$ cat src/rtl/bcd_timer_pkg.sv
// Shared types and constants for the BCD timer: FSM encoding, digit type,
// lower-stage modulus and the preset-sanitising helper.
package bcd_timer_pkg;

  typedef enum logic [1:0] {
    ST_IDLE = 2'd0,
    ST_RUN  = 2'd1,
    ST_HOLD = 2'd2
  } state_t;

  typedef logic [3:0] bcd_digit_t;

  localparam int LOW_MOD = 60;

  // A preset stage is usable only if both nibbles are decimal and the value fits the modulus
  function automatic logic stage_ok(input bcd_digit_t hi, input bcd_digit_t lo, input int modulus);
    int v;
    v = int'(hi) * 10 + int'(lo);
    return (hi <= 4'd9) && (lo <= 4'd9) && (v < modulus);
  endfunction

endpackage

$ cat src/rtl/bcd_timer_stage.sv
// One two-digit BCD stage counting modulo MOD; carry/borrow ripples through
// i_cin/o_cout, and o_nxt_* exposes the value the stage takes on a step.
module bcd_mod_stage
  import bcd_timer_pkg::*;
#(
  parameter int MOD = 60
) (
  input  logic       clk,
  input  logic       reset,
  input  logic       i_clear,
  input  logic       i_load,
  input  bcd_digit_t i_ld_hi,
  input  bcd_digit_t i_ld_lo,
  input  logic       i_step,
  input  logic       i_up,
  input  logic       i_cin,
  output bcd_digit_t o_hi,
  output bcd_digit_t o_lo,
  output bcd_digit_t o_nxt_hi,
  output bcd_digit_t o_nxt_lo,
  output logic       o_cout
);

  localparam bcd_digit_t LP_MAX_HI = 4'((MOD - 1) / 10);
  localparam bcd_digit_t LP_MAX_LO = 4'((MOD - 1) % 10);

  bcd_digit_t r_hi, r_lo;
  bcd_digit_t w_nxt_hi, w_nxt_lo;
  logic       w_at_max, w_at_zero;

  assign w_at_max  = (r_hi == LP_MAX_HI) && (r_lo == LP_MAX_LO);
  assign w_at_zero = (r_hi == 4'd0) && (r_lo == 4'd0);
  assign o_cout    = i_cin && (i_up ? w_at_max : w_at_zero);

  // Next stage value when this stage receives a carry/borrow
  always_comb begin
    w_nxt_hi = r_hi;
    w_nxt_lo = r_lo;
    if (i_cin) begin
      if (i_up) begin
        if (w_at_max) begin
          w_nxt_hi = 4'd0;
          w_nxt_lo = 4'd0;
        end else if (r_lo == 4'd9) begin
          w_nxt_hi = r_hi + 4'd1;
          w_nxt_lo = 4'd0;
        end else begin
          w_nxt_lo = r_lo + 4'd1;
        end
      end else begin
        if (w_at_zero) begin
          w_nxt_hi = LP_MAX_HI;
          w_nxt_lo = LP_MAX_LO;
        end else if (r_lo == 4'd0) begin
          w_nxt_hi = r_hi - 4'd1;
          w_nxt_lo = 4'd9;
        end else begin
          w_nxt_lo = r_lo - 4'd1;
        end
      end
    end else begin
      w_nxt_hi = r_hi;
      w_nxt_lo = r_lo;
    end
  end

  // Digit registers: clear over load over step
  always_ff @(posedge clk or posedge reset) begin
    if (reset) begin
      r_hi <= 4'd0;
      r_lo <= 4'd0;
    end else if (i_clear) begin
      r_hi <= 4'd0;
      r_lo <= 4'd0;
    end else if (i_load) begin
      if (stage_ok(i_ld_hi, i_ld_lo, MOD)) begin
        r_hi <= i_ld_hi;
        r_lo <= i_ld_lo;
      end else begin
        r_hi <= 4'd0;
        r_lo <= 4'd0;
      end
    end else if (i_step) begin
      r_hi <= w_nxt_hi;
      r_lo <= w_nxt_lo;
    end
  end

  assign o_hi     = r_hi;
  assign o_lo     = r_lo;
  assign o_nxt_hi = w_nxt_hi;
  assign o_nxt_lo = w_nxt_lo;

endmodule

$ cat src/rtl/bcd_timer.sv
// Multi-stage BCD up/down timer with prescaler and IDLE/RUN/HOLD control.
// Optional sticky alarm compare is compiled in with BCD_TIMER_ALARM_EN.
module bcd_timer
  import bcd_timer_pkg::*;
#(
  parameter int NUM_STAGES = 2,
  parameter int TOP_MOD    = 60,
  parameter int TICK_DIV   = 1
) (
  input  logic                    clk,
  input  logic                    reset,
  input  logic                    start,
  input  logic                    stop,
  input  logic                    clear,
  input  logic                    up,
  input  logic                    load,
  input  logic [8*NUM_STAGES-1:0] load_val,
  output logic [8*NUM_STAGES-1:0] count,
  output logic                    running,
`ifdef BCD_TIMER_ALARM_EN
  output logic                    tc,
  input  logic [8*NUM_STAGES-1:0] alarm_val,
  output logic                    alarm
`else
  output logic                    tc
`endif
);

  localparam int          LP_W    = 8 * NUM_STAGES;
  localparam logic [15:0] LP_LAST = 16'(TICK_DIV - 1);

  state_t            r_state;
  logic [15:0]       r_presc;
  logic              r_running, r_tc;
  logic [NUM_STAGES:0] w_carry;
  logic [LP_W-1:0]   w_nxt_count;
  logic w_cmd, w_cnt_zero, w_nxt_zero, w_down_zero, w_tick, w_step, w_stall, w_start_ok, w_tc;

  assign w_carry[0]  = 1'b1;
  assign w_cmd       = clear | load | stop | start;
  assign w_cnt_zero  = (count == {LP_W{1'b0}});
  assign w_nxt_zero  = (w_nxt_count == {LP_W{1'b0}});
  // Counting down from zero is never a step: the timer parks in IDLE instead
  assign w_down_zero = !up && w_cnt_zero;
  assign w_tick      = (r_state == ST_RUN) && (r_presc == LP_LAST);
  assign w_step      = w_tick && !w_cmd && !w_down_zero;
  assign w_stall     = w_tick && !w_cmd && w_down_zero;
  assign w_start_ok  = start && !stop && !w_down_zero;
  assign w_tc        = w_step && (up ? w_carry[NUM_STAGES] : w_nxt_zero);

  for (genvar g = 0; g < NUM_STAGES; g++) begin : g_stage
    localparam int LP_MOD = (g == NUM_STAGES - 1) ? TOP_MOD : LOW_MOD;
    bcd_mod_stage #(.MOD(LP_MOD)) u_stage (
      .clk      (clk),
      .reset    (reset),
      .i_clear  (clear),
      .i_load   (load),
      .i_ld_hi  (load_val[8*g+4 +: 4]),
      .i_ld_lo  (load_val[8*g +: 4]),
      .i_step   (w_step),
      .i_up     (up),
      .i_cin    (w_carry[g]),
      .o_hi     (count[8*g+4 +: 4]),
      .o_lo     (count[8*g +: 4]),
      .o_nxt_hi (w_nxt_count[8*g+4 +: 4]),
      .o_nxt_lo (w_nxt_count[8*g +: 4]),
      .o_cout   (w_carry[g+1])
    );
  end

`ifdef BCD_TIMER_ALARM_EN
  logic r_alarm;
`endif

  // Control FSM, prescaler and registered status outputs
  always_ff @(posedge clk or posedge reset) begin
    if (reset) begin
      r_state   <= ST_IDLE;
      r_presc   <= 16'd0;
      r_running <= 1'b0;
      r_tc      <= 1'b0;
`ifdef BCD_TIMER_ALARM_EN
      r_alarm   <= 1'b0;
`endif
    end else begin
      r_tc <= w_tc;
`ifdef BCD_TIMER_ALARM_EN
      if (clear) r_alarm <= 1'b0;
      else if (w_step && (w_nxt_count == alarm_val)) r_alarm <= 1'b1;
`endif
      if (clear) begin
        r_state   <= ST_IDLE;
        r_presc   <= 16'd0;
        r_running <= 1'b0;
      end else begin
        if (load || start) r_presc <= 16'd0;
        else if (r_state == ST_RUN) r_presc <= (r_presc == LP_LAST) ? 16'd0 : r_presc + 16'd1;
        case (r_state)
          ST_IDLE, ST_HOLD: begin
            if (w_start_ok) begin
              r_state   <= ST_RUN;
              r_running <= 1'b1;
            end
          end
          ST_RUN: begin
            if (stop) begin
              r_state   <= ST_HOLD;
              r_running <= 1'b0;
            end else if ((w_step && !up && w_nxt_zero) || w_stall) begin
              r_state   <= ST_IDLE;
              r_running <= 1'b0;
            end
          end
          default: begin
            r_state   <= ST_IDLE;
            r_running <= 1'b0;
          end
        endcase
      end
    end
  end

  assign running = r_running;
  assign tc      = r_tc;
`ifdef BCD_TIMER_ALARM_EN
  assign alarm   = r_alarm;
`endif

endmodule

$ cat config.mk
export PLATFORM = sky130hd
export DESIGN_NAME = bcd_timer
export DESIGN_NICKNAME = d
export VERILOG_FILES = /design/src/rtl/bcd_timer_pkg.sv /design/src/rtl/bcd_timer_stage.sv /design/src/rtl/bcd_timer.sv
export SDC_FILE = /design/constraint.sdc
export NUM_CORES = 1
export LEC_CHECK = 0
export CAP_MARGIN = 10
export CORE_MARGIN = 2
export CORE_UTILIZATION = 61
export DETAILED_ROUTE_END_ITERATION = 10
export GPL_ROUTABILITY_DRIVEN = 0
export PLACE_DENSITY_LB_ADDON = 0.1
export REMOVE_ABC_BUFFERS = 1
export SYNTH_ARGS = -nofsm -noshare
export SYNTH_HDL_FRONTEND = slang
export SYNTH_SLANG_ARGS = --single-unit
$ cat constraint.sdc
create_clock -name clk -period 5.5 [get_ports clk]
set_clock_uncertainty 0.05 [all_clocks]
set_input_delay 0.825 -clock clk [delete_from_list [all_inputs] [get_ports clk]]
set_output_delay 0.825 -clock clk [all_outputs]
set_load 0.01 [all_outputs]
==> key figures <==
Min path
  – Startpoint of the most critical hold path: r_state[0]
  – Worst hold stages: 1
  – End point of the worst hold path: r_state[0]
  – Type of the most critical hold path: reg -> reg

Global route
  – Grt total ovfl: 0
  – Pin count of the biggest net entering global routing: 36
  – Antenna violations before repair: 0
  – Via count of the first global-routing pass: between 3000 and 4000
  – Global routing usage summed across all routing layers: 0.286
  – First-pass GRT wire length: around 14 mm

Logic synthesis
  – Warnings from Yosys: 0
  – Post-Syn Area per Cell: ~8.4 um^2
  – Top flip-flop cell by instance count after synthesis: dfrtp_1
  – Count of state elements after synthesis: 35
  – Count of cell types in the netlist: a little over 60
  – EDFF count, synth: 0
  – Post-synthesis sequential area ratio: 0.262
  – Number of cells produced by synthesis: 398
  – Share of async-settable or async-resettable flops after synthesis: 1.00
  – Cell area after technology mapping: 3340 um^2

Status
  – Run status: finished clean

STA
  – Relative slew slack: 0.242
  – Worst slew pin tran: 1.14 ns
  – Post-layout min period: 4.09 ns
  – Max Clock Freq: between 0.2 and 0.25 GHz
  – WHS: 0.496 ns
  – Share of the cycle needed by the critical path after routing: 0.743
  – Pins Over Slew Limit: 0
  – Setup TNS: 0 ns
  – Final number of hold-violating endpoints: 0
  – RSZ-0062 raised after global routing: false
  – Total setup violations reported at the end of the flow: 0

Detailed routing
  – Routed vias/inst: between 6 and 7
  – Drc violations: 0
  – Mean routed wirelength per cell: ~16 um
  – Total wirelength of the detailed-routed design: between 8 and 9 mm
  – Pre-Repair DR Iteration Count: 4
  – Residual antenna-violating net count after detailed routing: 0
  – Initial DRC Count: 221
  – Via count of the routed design: ~3200

Worst setup path
  – Delay of the slowest critical-path stage: ~0.54 ns
  – CP dominant cell by count: ha_1
  – Worst path required time: approximately 5.7 ns
  – Worst r2r path cells: 10
  – Startpoint types: primary input
  – Start-to-end type of the worst setup path: in -> reg
  – Worst reg2reg path startpoint: g_stage[0].u_stage.o_lo[0]
  – CP cell instances: clkdlybuf4s50_1, ha_1, ha_1, fa_1, xor2_1, nand4_1, a21o_1, o211ai_1, a21oi_1, or3b_2, nor3_1, a221o_1
  – Slowest library cell on the worst path: nor3_1
  – Register-to-register path setup slack: ~2.2 ns
  – Reg-to-reg endpoint: r_state[0]
  – Arr. time, crit path: between 4 and 5 ns
  – Largest fanout on the critical path: 5
  – Critical path capture point type: register

Clocking
  – Insertion delay to the later sink of the worst-skew pair: between 0.2 and 0.3 ns
  – Number of hold buffers added after cts: 0
  – Root cell of the clock tree: clkbuf_8
  – Quantity of gates resized following cts: 0
  – CTS clk-pin slew, worst paths: approximately 0.070 ns
  – CTS tree: yes
  – H-Tree Level Count: 2
  – Clk sink count: 35
  – Maximum clock insertion buffer count: 2
  – Clock buffers created by TritonCTS: 5
  – Buffers inserted by post-CTS timing repair: 0

Floorplanning
  – Standard cell core area: around 5200 um^2
  – Die ar.: between 6000 and 7000 um^2
  – Die boundary height: ~80 um
  – Number of top-level design ports: 41
  – Horizontal extent of the die: 78.0 um
  – Std cell rows: 26
  – Initial core utilization: 0.642

Power
  – Final Power: 0.000652 W
  – Worst-case vdd ir drop: between 0.08 and 0.09 mV
  – Ratio of total power to cell area: 170 nW/um^2
  – Reported leakage power: ~1.7 nW

Final layout
  – Number of inserted diodes: 0
  – Synthesis-to-layout area growth: 14.9%
  – Fill count: between 400 and 500
  – Top library cells by usage in the layout, fill and taps aside: nand2_1 (40), clkdlybuf4s50_1 (40), nor2_1 (37)
  – Share of cells above drive strength 1: 0.0648
  – Final cell count without fillers: ~500
  – Total number of nets in the final design: about 490

Place
  – Count of input and output buffers: 40
  – Count of placed standard cells including taps: between 400 and 500
  – HPWL after detailed placement: just over 6 mm

Job
  – Max-Cap Viols: 0
## cell families (layout without fill, tap and decap cells)
kind of cell | after synthesis | in the layout | synth area share
AND/OR/NAND/NOR | 171 | 171 | 0.285
buffers and inverters | 37 | 71 | 0.0573
multiplexers | 12 | 12 | 0.0374
adder cells (fa/ha/maj) | 31 | 31 | 0.125
XOR/XNOR | 15 | 15 | 0.0393
AO/OA/AOI/OAI | 97 | 97 | 0.194
flip-flops | 35 | 35 | 0.262
## report_power, final
part / leakage (nW) / internal (W) / switching [W]
logic: 1.12 / 0.0000848 / 0.000100
clock network: 0.0470 / 0.0000984 / 0.0000968
registers: 0.487 / 0.000262 / 0.0000102
total: 1.66 / 0.000445 / 0.000207
## routing by layer
layer  routed length (um)  track usage
met3                  517       0.0540
met1                 3720        0.384
met5                    0            0
met2                 3880        0.465
met4                  153        0.100
## sequential cells by signal, indices dropped and copies added, names as in the netlist
register,flops
r_presc,16
g_stage.u_stage.o_hi,8
g_stage.u_stage.o_lo,8
r_state,2
tc,1
## per-stage QoR
step	setup WS [ns]	area [um^2]	utilization
2_1_floorplan	2.03	3220	-
3_3_place_gp	1.30	3750	0.721
3_5_place_dp	1.18	3750	0.721
4_1_cts	1.45	3840	0.738
5_1_grt	1.16	3840	0.738
6_report	1.41	3840	0.738
## critical path: cells and delay by family
| family | cells | cell delay, ns |
|---|---|---|
| buf+inv | 1 | 0.50 |
| xor+xnor | 1 | 0.21 |
| compound gates | 4 | 0.61 |
| fa+ha+maj | 3 | 0.96 |
| simple gates | 3 | 1.17 |
## cells in the mapped netlist (3+ instances only)
master / number / area, um^2
and3b_1: 3 / 26.3
mux2i_1: 8 / 80.1
buf_6: 3 / 33.8
nor3b_1: 6 / 45.0
and2_1: 3 / 18.8
nor3_1: 5 / 25.0
o211ai_1: 6 / 45.0
nand2_1: 40 / 150
nor4b_1: 3 / 26.3
and3_1: 7 / 43.8
o22ai_1: 3 / 18.8
a21o_1: 7 / 52.6
dfrtp_1: 35 / 876
or3_1: 5 / 31.3
nor4_1: 11 / 68.8
nor2b_1: 6 / 37.5
fa_1: 4 / 80.1
nor2_1: 37 / 139
mux2_2: 4 / 45.0
inv_1: 18 / 67.6
clkbuf_1: 13 / 48.8
a211oi_1: 3 / 22.5
a31oi_1: 7 / 43.8
o21ai_0: 21 / 105
nand4_1: 14 / 87.6
ha_1: 27 / 338
clkbuf_8: 3 / 41.3
o32ai_1: 3 / 26.3
o21a_1: 4 / 30.0
a221o_1: 8 / 80.1
xor2_1: 13 / 114
a21oi_1: 22 / 110
nand3b_1: 4 / 30.0
nand3_1: 7 / 35.0
## worst max-delay path by stage
stage / startpoint / endpoint / slack [ns] / depth (start not counted)
6_report: load_val[13] / g_stage[1].u_stage.o_hi[1] / 1.41 / 12
3_5_place_dp: load_val[13] / g_stage[1].u_stage.o_lo[0] / 1.18 / 12
3_3_place_gp: load_val[13] / g_stage[1].u_stage.o_hi[1] / 1.30 / 12
4_1_cts: load_val[13] / g_stage[1].u_stage.o_lo[3] / 1.45 / 12
5_1_grt: load_val[13] / g_stage[1].u_stage.o_lo[3] / 1.16 / 12
2_1_floorplan: load_val[13] / g_stage[1].u_stage.o_hi[1] / 2.03 / 11
## layout make-up
class	count	area, um^2	share of cell area
tap	70	87.6	0.0228
multi-input combinational	326	2280	0.593
inverter	18	67.6	0.0176
timing repair buffer	46	445	0.116
clock inverter	1	5.00	0.00130
clock buffer	6	82.6	0.0215
sequential	35	876	0.228
No activity file was read; power rests on OpenSTA's default activity.
